## src/rtl/prep_pkg.sv

```systemverilog
// prep_pkg: shared width default and channel index definitions for the prep1 receive path
package prep_pkg;
    localparam int DEF_WIDTH = 8;
    typedef logic [1:0] ch_t;
    localparam ch_t CH0 = 2'd0;
    localparam ch_t CH1 = 2'd1;
    localparam ch_t CH2 = 2'd2;
    localparam ch_t CH3 = 2'd3;
endpackage

```

## src/rtl/prep1_deser.sv

```systemverilog
// prep1_deser: MSB-first serial-to-byte deserialiser with frame resync and one-deep hand-off
module prep1_deser
    import prep_pkg::*;
#(
    parameter int WIDTH = DEF_WIDTH,
    parameter int CNT_W = 3
) (
    input  logic             clk,
    input  logic             rst_n,
    input  logic             s_l,
    input  logic             sin,
    input  logic             frm,
    input  logic             s1,
    input  logic             s0,
    output logic [WIDTH-1:0] hold,
    output ch_t              dest,
    output logic             wr_pend,
    output logic             busy
);
    logic [WIDTH-1:0] sr;
    logic [CNT_W-1:0] cnt;

    assign busy = cnt != '0;

    // Shift in bits, resync on FRM, and hand a completed byte plus its destination to the write stage
    always_ff @(posedge clk or negedge rst_n) begin
        if (!rst_n) begin
            sr      <= '0;
            cnt     <= '0;
            hold    <= '0;
            dest    <= CH0;
            wr_pend <= 1'b0;
        end else begin
            wr_pend <= 1'b0;
            if (s_l) begin
                sr  <= {sr[WIDTH-2:0], sin};
                cnt <= frm ? CNT_W'(1) : cnt + 1'b1;
                if (!frm && cnt == CNT_W'(WIDTH - 1)) begin
                    hold    <= {sr[WIDTH-2:0], sin};
                    dest    <= {s1, s0};
                    wr_pend <= 1'b1;
                end
            end else if (frm) begin
                sr  <= '0;
                cnt <= '0;
            end
        end
    end
endmodule

```

## src/rtl/prep1_distrib.sv

```systemverilog
// prep1_distrib: receives a serial byte stream and demultiplexes each byte to one of four valid-flagged registers
module prep1_distrib
    import prep_pkg::*;
#(
    parameter int WIDTH = DEF_WIDTH,
    parameter int CNT_W = 3
) (
    input  logic             CLK,
    input  logic             RST_N,
    input  logic             S_L,
    input  logic             SIN,
    input  logic             FRM,
    input  logic             S1,
    input  logic             S0,
    input  logic [3:0]       CLR,
    output logic [WIDTH-1:0] Q0,
    output logic [WIDTH-1:0] Q1,
    output logic [WIDTH-1:0] Q2,
    output logic [WIDTH-1:0] Q3,
    output logic [3:0]       V,
    output logic             OVR,
    output logic             BUSY
);
    logic [WIDTH-1:0] hold;
    ch_t              dest;
    logic             wr_pend;
    logic [WIDTH-1:0] q [4];
    logic [3:0]       wr_mask;

    prep1_deser #(.WIDTH(WIDTH), .CNT_W(CNT_W)) u_deser (
        .clk     (CLK),
        .rst_n   (RST_N),
        .s_l     (S_L),
        .sin     (SIN),
        .frm     (FRM),
        .s1      (S1),
        .s0      (S0),
        .hold    (hold),
        .dest    (dest),
        .wr_pend (wr_pend),
        .busy    (BUSY)
    );

    assign wr_mask = wr_pend ? 4'b0001 << dest : 4'b0000;
    assign Q0 = q[CH0];
    assign Q1 = q[CH1];
    assign Q2 = q[CH2];
    assign Q3 = q[CH3];

    // Write the held byte to its channel; a same-edge write beats a clear, and overwriting an uncleared valid channel latches OVR
    always_ff @(posedge CLK or negedge RST_N) begin
        if (!RST_N) begin
            for (int i = 0; i < 4; i++) q[i] <= '0;
            V   <= '0;
            OVR <= 1'b0;
        end else begin
            V <= (V & ~CLR) | wr_mask;
            if (wr_pend) begin
                q[dest] <= hold;
                if (V[dest] && !CLR[dest]) OVR <= 1'b1;
            end
        end
    end
endmodule

```

## config.mk

```make
export PLATFORM = sky130hd
export DESIGN_NAME = prep1_distrib
export DESIGN_NICKNAME = d
export VERILOG_FILES = /design/src/rtl/prep_pkg.sv /design/src/rtl/prep1_deser.sv /design/src/rtl/prep1_distrib.sv
export SDC_FILE = /design/constraint.sdc
export NUM_CORES = 1
export LEC_CHECK = 0
export BUFFER_PORTS_ARGS = -buffer_cell sky130_fd_sc_hd__buf_2
export CORE_MARGIN = 2
export CORE_UTILIZATION = 39
export DETAILED_ROUTE_END_ITERATION = 16
export SKIP_CTS_REPAIR_TIMING = 1
export SLEW_MARGIN = 20
export SYNTH_ARGS = -nofsm -noshare
export SYNTH_HDL_FRONTEND = slang
export SYNTH_SLANG_ARGS = --single-unit
```

## constraint.sdc

```tcl
create_clock -name CLK -period 1.95 [get_ports CLK]
set_input_delay 0.0975 -clock CLK [delete_from_list [all_inputs] [get_ports CLK]]
set_output_delay 0.0975 -clock CLK [all_outputs]
set_load 0.01 [all_outputs]
```

==> results of run 1 <==
cell usage after synthesis, types with 2 or more instances:
| master | instances | area share |
|---|---|---|
| dfrtp_1 | 58 | 0.65 |
| mux2_2 | 42 | 0.21 |
| inv_1 | 8 | 0.013 |
| a22o_1 | 6 | 0.023 |
| buf_2 | 4 | 0.0089 |
| nand3b_1 | 4 | 0.013 |
| o21ai_0 | 4 | 0.0089 |
| ha_1 | 3 | 0.017 |
| nand2b_1 | 3 | 0.0084 |
| nor2_1 | 3 | 0.0050 |
| mux2i_1 | 2 | 0.0089 |
area by class of cell:
| class | count | area, um^2 | share of cell area |
|---|---|---|---|
| clock buffer | 12 | 155 | 0.0558 |
| tap | 72 | 90.1 | 0.0324 |
| multi-input combinational | 76 | 742 | 0.267 |
| timing repair buffer | 53 | 298 | 0.107 |
| inverter | 8 | 30.0 | 0.0108 |
| sequential | 58 | 1450 | 0.522 |
| clock inverter | 3 | 15.0 | 0.00540 |
power by group:
group          switching, mW  internal (mW)
clock network          0.413          0.517
logic                 0.0555         0.0448
registers             0.0214           1.22
per-layer routing:
metal,up-vias,GRT usage,share of wire
li1,637,-,-
met1,683,0.181,0.45
met2,32,0.239,0.49
met3,6,0.0339,0.051
met4,0,0.0712,0.0079
met5,-,0,0
cell families (layout without fill, tap and decap cells):
family,Yosys count,after routing,synth area share
compound gates,14,14,0.0480
xor+xnor,1,1,0.00390
fa+ha+maj,3,3,0.0167
buf+inv,12,76,0.0223
flops,58,58,0.647
mux,44,44,0.220
simple gates,14,14,0.0424
worst max-delay path, stage by stage, from the launching register on:
cell and delay (ps):
dfrtp_1 480, nand3b_1 550, mux2_2 450
how the worst max path moves through the flow:
| stage | cells after the start | endpoint | slack (ps) | from |
|---|---|---|---|---|
| floorplan | 5 | u_deser.dest[0] | 440 | u_deser.cnt[0] |
| global placement | 2 | Q1[7] | 390 | u_deser.dest[1] |
| detailed placement | 2 | Q1[7] | 350 | u_deser.dest[1] |
| CTS | 2 | Q1[7] | 330 | u_deser.dest[1] |
| global route | 2 | Q3[6] | 270 | u_deser.dest[1] |
| finish | 2 | Q1[4] | 350 | u_deser.dest[1] |
flip-flops by register name (all words and copies together) (netlist names), 2 cells and up:
name	flops
Q3	8
u_deser.sr	7
u_deser.cnt	3
Q1	8
Q0	8
u_deser.dest	2
Q2	8
u_deser.hold	8
V	4
layout by cell type (no fill, tap or decap), types with 2 or more instances in the layout:
cell type	count
buf_2	48
inv_1	8
a22o_1	6
o21ai_0	4
dlygate4sd3_1	3
clkbuf_8	11
nor2_1	3
mux2i_1	2
nand2b_1	3
mux2_2	42
dfrtp_1	58
ha_1	3
nand3b_1	4
clkinv_2	3
==> results.yml, run 1 <==
pwr:
  p_total_mw: 2.28
  irDropWorstVdd_uv: 408
  pwr_density_cell_nw_per_um2: 818
  p_leak_nw: 1.55
timing:
  setup_viol: 0
  finalSetupTns_ps: 0
  max_freq_ghz: 0.624
  hold_violations: 1
  setup_ws_ps: 348
  timing.hold.ws_ps: -21.1
  skew_ps: 7.34
  tightest_slew_ps: 674
  rsz0062_at_grt: "false"
  finalCritPeriodShare: 0.821
  period_needed_ps: 1600
  relSlewSlack: 0.550
  slew_viol_final: 0
run:
  drv_cap: 0
global_route:
  antenna_found_initial: 0
  grt_pass1_wl_um: 6910
  track_usage: 0.146
  grt_max_degree: 31
  first_global_vias: 1432
  grt_overflow: 0
outcome:
  status: "complete, but fails checks"
  violations: "hold timing"
synth:
  synthDistinctLibCells: 20
  synth-seq-cells: 58
  synthFlopType: "dfrtp_1"
  ys_async_sr_fraction: 1.00
  synth_edf_count: 0
  yosysSeqAreaShare: 0.647
  synth_warnings: 0
  syn_nets: 160
  synth_cells: 146
  synth_area_um2: 2240
  syn_area_per_cell_um2: 15.4
final_layout:
  fin_util: 0.502
  syn_to_final_growth_pct: 24.0
  antenna_cells: 0
  fill_cells: 499
  layout-drive-gt1-share: 0.514
  nNetsFinal: 220
  final_cells: 282
  design_area_um2: 2780
setup_path:
  worst_ep_required_time_ps: 2140
  r2r-start: "u_deser.dest[1]"
  endpoint_kind: "flop"
  crit_type: "reg2reg"
  start_kind: "flop"
  critPathMaxFanout: 9
  reg2reg_to: "Q1[4]"
  rrSetupSlack_ps: 350
  r2r_cells: 2
  critPathArrivalTime_ps: 1800
die:
  die_y_um: 79.8
  die_w_um: 79.8
  initial_utilization: 0.405
  io-pin-count: 49
  core_area_um2: 5540
  rows: 27
  die_area_um2: 6380
placed_design:
  place_ws_ps: 346
  dp_cells: 264
  io_buffers: 48
  placed_area_um2: 2580
  gp_congestion: 0.761
  hpwl_um: 3000
clock_network:
  numCtsBuffers: 9
  insertion_delay_ps: 310
  cts_sinks: 58
  path_clk_slew_ps: 60
  ctsRootBufferMaster: "clkbuf_8"
  htree_levels: 3
  clock_tree.buffer_depth: 2
  cts_tree: "yes"
hold_path:
  hp-start: "CLR[1]"
  worstHoldPathCells: 2
  hold_path_class: "in2reg"
  hold_end: "V[1]"
route:
  via_count: 1358
  drc: 0
  firstDrtPassIters: 4
  drtAntennaViolNets: 0
  drtIter0Drc: 22
  routedWlPerCell_um: 14.8
  via_per_inst: 4.82
  routed_wl_um: 4180
Power figures use the tool's default switching activity.
==> inputs of run 2 (changes only) <==
==> constraint.sdc (replaced) <==
create_clock -name CLK -period 1.6 [get_ports CLK]
set_input_delay 0.08 -clock CLK [delete_from_list [all_inputs] [get_ports CLK]]
set_output_delay 0.08 -clock CLK [all_outputs]
set_load 0.01 [all_outputs]
==> run 2 against run 1 <==
The flow now finishes without violations. Clock-buffer cell count is 1 higher. Clock power is 20% higher. Global-route usage grew 0.65 points. Clock skew is 3.0 ps lower. Critical path type unchanged. Largest power group unchanged.
==> results.yml, run 2 (synthesis gave the netlist of run 1 again) <==
outcome:
  status: "completed"
pwr:
  p_leak_nw: 1.60
  switching_share: 0.214
  pwr-share-comb: 0.046
  switchingPower_mw: 0.592
  seqPwrFrac: 0.549
  p_int_mw: 2.17
  clock_power_share: 0.405
  pwr_density_cell_nw_per_um2: 963
  irDropWorstVdd_uv: 519
setup_path:
  crit_buf_inv: 1
  critPathArrivalTime_ps: 1740
  crit_top_cell: "ha_1"
  critPathMaxFanout: 5
  start_kind: "flop"
  crit_type: "reg2reg"
  worst_ep_required_time_ps: 1810
  r2r_cells: 5
  cpPeakStageDelay_ps: 400
  crit_slowest_cell: "dfrtp_1"
  crit_cells: 5
  crit_chain: "ha_1 > ha_1 > nand3b_1 > buf_4 > mux2_2"
  endpoint_kind: "flop"
  crit_family: "flip-flops"
global_route:
  top_usage_layer: "met2"
  antenna_found_initial: 0
  use_met1: 0.186
  met3_usage: 0.0385
  grt_overflow: 0
  use_met2: 0.245
  grt_pass1_wl_um: 7110
  first_global_vias: 1456
  track_usage: 0.152
  grt_max_degree: 59
timing:
  period_needed_ps: 1530
  slew_viol_final: 0
  finalCritPeriodShare: 0.954
  max_freq_ghz: 0.655
  hold_violations: 0
  relSlewSlack: 0.762
  setup_ws_ps: 73.1
  rsz0062_at_grt: "true"
  skew_ps: 4.31
  setup_viol: 0
  tightest_slew_ps: 356
die:
  die_y_um: 79.8
  die_area_um2: 6380
  core_area_um2: 5540
  io-pin-count: 49
  die_w_um: 79.8
  initial_utilization: 0.405
  rows: 27
route:
  drtAntennaViolNets: 0
  routed_wl_um: 4360
  via_count: 1405
  routedWlPerCell_um: 14.9
  drtIter0Drc: 36
  via_per_inst: 4.81
  drc: 0
  firstDrtPassIters: 4
clock_network:
  insertion_delay_ps: 330
  ctsRootBufferMaster: "clkbuf_8"
  numCtsBuffers: 9
  cts_tree: "yes"
  htree_levels: 3
  cts_sinks: 58
  path_clk_slew_ps: 60
  clock_tree.buffer_depth: 2
final_layout:
  layout-drive-gt1-share: 0.518
  final_cells: 292
  multi_input_area_um2: 742
  fill_cells: 478
  final_common_cell: "dfrtp_1"
  nNetsFinal: 232
  fin_util: 0.518
  antenna_cells: 0
  seq_area_um2: 1450
  syn_to_final_growth_pct: 28.0
  mostFrequentLayoutCells: "dfrtp_1, buf_2, mux2_2, clkbuf_8, buf_4"
placed_design:
  hpwl_um: 3170
  dp_cells: 273
  io_buffers: 48
  gp_congestion: 0.775
  place_ws_ps: 67.0
run:
  drv_cap: 0
hold_path:
  worstHoldPathCells: 3
  hold_path_class: "in2reg"
==> run 2: cell types whose count changed in the layout (fill, tap and decap cells not counted) <==
cell           change
clkinv_2           -3
buf_4              +8
dlygate4sd3_1      +3
clkbuf_1           +1
buf_6              +1
==> run 2: layer usage <==
layer	routed length [um]	share of wire
met5	0	0
met4	107	0.025
met3	215	0.049
met2	2070	0.47
met1	1970	0.45
==> run 2: path summary, 6_finish.rpt <==
| kind | endpoint | slack, ps | startpoint |
|---|---|---|---|
| min | u_deser.sr[0] | 3 | SIN |
| min reg2reg | OVR | 480 | OVR |
| max reg2reg | u_deser.hold[1] | 70 | u_deser.cnt[0] |
| min in group asynchronous | Q0[1] | 280 | RST_N |
| max | u_deser.hold[1] | 70 | u_deser.cnt[0] |
| max in group asynchronous | u_deser.cnt[1] | 1070 | RST_N |
==> run 2: tightest hold or removal path, stage by stage <==
cell and delay (ps):
buf_2 90, nand2_1 40, o21ai_0 70
==> run 2: cell type report <==
class,count,area share
Sequential cell,58,0.505
Timing Repair Buffer,65,0.139
Clock buffer,13,0.0553
Inverter,8,0.0105
Tap cell,72,0.0314
Multi-Input combinational cell,76,0.258
==> run 2: metrics by stage <==
stage / power (mW) / setup TNS, ps / hold WS (ps) / instance area (um^2)
6_report: 2.77 / 0 / 3.36 / 2870
5_1_grt: 2.88 / -8.20 / 6.34 / 2870
4_1_cts: 2.79 / 0 / -250 / 2810
2_1_floorplan: 1.59 / 0 / -216 / 2240
3_5_place_dp: 1.67 / 0 / 102 / 2650
3_3_place_gp: 1.66 / 0 / 95.9 / 2650
==> run 2: power by group through the flow <==
| stage | Sequential (mW) | Clock [mW] | Combinational (mW) |
|---|---|---|---|
| 6_report | 1.52 | 1.12 | 0.127 |
| 5_1_grt | 1.52 | 1.21 | 0.146 |
| 4_1_cts | 1.52 | 1.15 | 0.121 |
| 3_3_place_gp | 1.54 | 0 | 0.113 |
| 3_5_place_dp | 1.55 | 0 | 0.120 |
| 2_1_floorplan | 1.53 | 0 | 0.0615 |
==> inputs of run 3 (changes only) <==
--- a/config.mk
+++ b/config.mk
@@ -7,7 +7,7 @@
 export LEC_CHECK = 0
 export BUFFER_PORTS_ARGS = -buffer_cell sky130_fd_sc_hd__buf_2
 export CORE_MARGIN = 2
-export CORE_UTILIZATION = 39
+export CORE_UTILIZATION = 40
 export DETAILED_ROUTE_END_ITERATION = 16
 export SKIP_CTS_REPAIR_TIMING = 1
 export SLEW_MARGIN = 20
==> run 3 against run 2 <==
The flow now finishes with violations (hold timing). Power decreased by 0.55%. Via count fell by 0.43%. Flip-flop and latch count unchanged. Clock-buffer cell count is the same. Core utilization increased by 0.48 points. Register-to-register slack barely moved. Sequential power is essentially flat. Combinational power hardly changed. Clock power about the same.
==> results.yml, run 3 (synthesis gave the netlist of run 1 again) <==
timing:
  timing.hold.ws_ps: -18.1
  period_needed_ps: 1520
  slew_viol_final: 0
  setup_viol: 0
  relSlewSlack: 0.583
  finalSetupTns_ps: 0
  rsz0062_at_grt: "false"
  max_freq_ghz: 0.659
  finalCritPeriodShare: 0.949
  tightest_slew_ps: 626
  setup_ws_ps: 81.7
  hold_violations: 2
  skew_ps: 5.35
outcome:
  violations: "hold timing"
  status: "complete, but fails checks"
setup_path:
  cpPeakStageDelay_ps: 400
  endpoint_kind: "flop"
  cp-startpoint: "u_deser.cnt[0]"
  crit_chain: "ha_1 > ha_1 > nand3b_1 > buf_12 > mux2_2"
  critPathMaxFanout: 11
  crit_top_cell: "ha_1"
  reg2reg_to: "u_deser.hold[0]"
  crit_slowest_cell: "dfrtp_1"
  worst_ep_required_time_ps: 1800
  r2r_cells: 5
  critPathArrivalTime_ps: 1720
  setup.worst_path.end: "u_deser.hold[0]"
  r2r-start: "u_deser.cnt[0]"
  crit_type: "reg2reg"
  rrSetupSlack_ps: 80
  start_kind: "flop"
final_layout:
  antenna_cells: 0
  multi_input_area_um2: 742
  layout-drive-gt1-share: 0.518
  mostFrequentLayoutCells: "dfrtp_1, buf_2, mux2_2, clkbuf_8"
  fin_util: 0.523
  syn_to_final_growth_pct: 27.6
  final_cells: 290
  seq_area_um2: 1450
  final_common_cell: "dfrtp_1"
  nNetsFinal: 230
  design_area_um2: 2860
  fill_cells: 478
clock_network:
  cts_tree: "yes"
  numCtsBuffers: 9
  insertion_delay_ps: 320
  cts_sinks: 58
  htree_levels: 3
  path_clk_slew_ps: 60
  ctsRootBufferMaster: "clkbuf_8"
  clock_tree.buffer_depth: 2
global_route:
  track_usage: 0.153
  grt_pass1_wl_um: 7180
  grt_overflow: 0
  antenna_found_initial: 0
  grt_max_degree: 34
  first_global_vias: 1476
die:
  die_area_um2: 6220
  die_w_um: 78.9
  core_area_um2: 5470
  rows: 27
  io-pin-count: 49
  initial_utilization: 0.410
  die_y_um: 78.9
route:
  drtIter0Drc: 57
  routed_wl_um: 4260
  firstDrtPassIters: 3
  via_count: 1399
  drc: 0
  drtAntennaViolNets: 0
  via_per_inst: 4.82
  routedWlPerCell_um: 14.7
pwr:
  pwr_density_cell_nw_per_um2: 961
  switchingPower_mw: 0.578
  switching_share: 0.210
  p_leak_nw: 1.59
  irDropWorstVdd_uv: 458
  p_total_mw: 2.75
  clock_power_share: 0.401
  seqPwrFrac: 0.553
  pwr-share-comb: 0.046
  p_int_mw: 2.17
hold_path:
  hold_path_class: "in2reg"
  hp-start: "FRM"
placed_design:
  place_ws_ps: 81.4
  io_buffers: 48
  dp_cells: 272
  gp_congestion: 0.728
  hpwl_um: 3200
  placed_area_um2: 2650
run:
  drv_cap: 0
==> run 3: area by class of cell <==
class / count / area share
Timing Repair Buffer: 63 / 0.136
Clock buffer: 13 / 0.0555
Multi-Input combinational cell: 76 / 0.259
Tap cell: 72 / 0.0315
Inverter: 8 / 0.0105
Sequential cell: 58 / 0.507
==> run 3: worst min-delay path by stage <==
stage,end,slack (ps),depth (start not counted)
after floorplan,OVR,-220,0
final,u_deser.cnt[1],-20,2
after detailed placement,Q3[2],130,1
after global routing,u_deser.cnt[2],10,2
after global placement,Q3[2],110,1
after CTS,Q0[2],-210,1
==> run 3: power groups by stage <==
stage                     Combinational [mW]  Clock [mW]  Sequential (mW)
after floorplan                       0.0615           0             1.53
after global placement                 0.114           0             1.54
final                                  0.126        1.10             1.52
after CTS                              0.122        1.14             1.52
after global routing                   0.147        1.21             1.52
after detailed placement               0.121           0             1.55
==> run 3: layer usage <==
layer / up-vias / part of all wire / GRT usage
met5: - / 0 / 0
met4: 0 / 0.018 / 0.0724
met3: 8 / 0.039 / 0.0341
met2: 28 / 0.52 / 0.256
met1: 708 / 0.43 / 0.188
li1: 655 / - / -
==> run 3: worst max-delay path: cells and delay by family, from the launching register on <==
family | cells | cell delay [ps]
muxes | 1 | 330
buffers and inverters | 1 | 150
and+or+nand+nor | 1 | 120
adders and majority gates | 2 | 400
DFF | 1 | 400
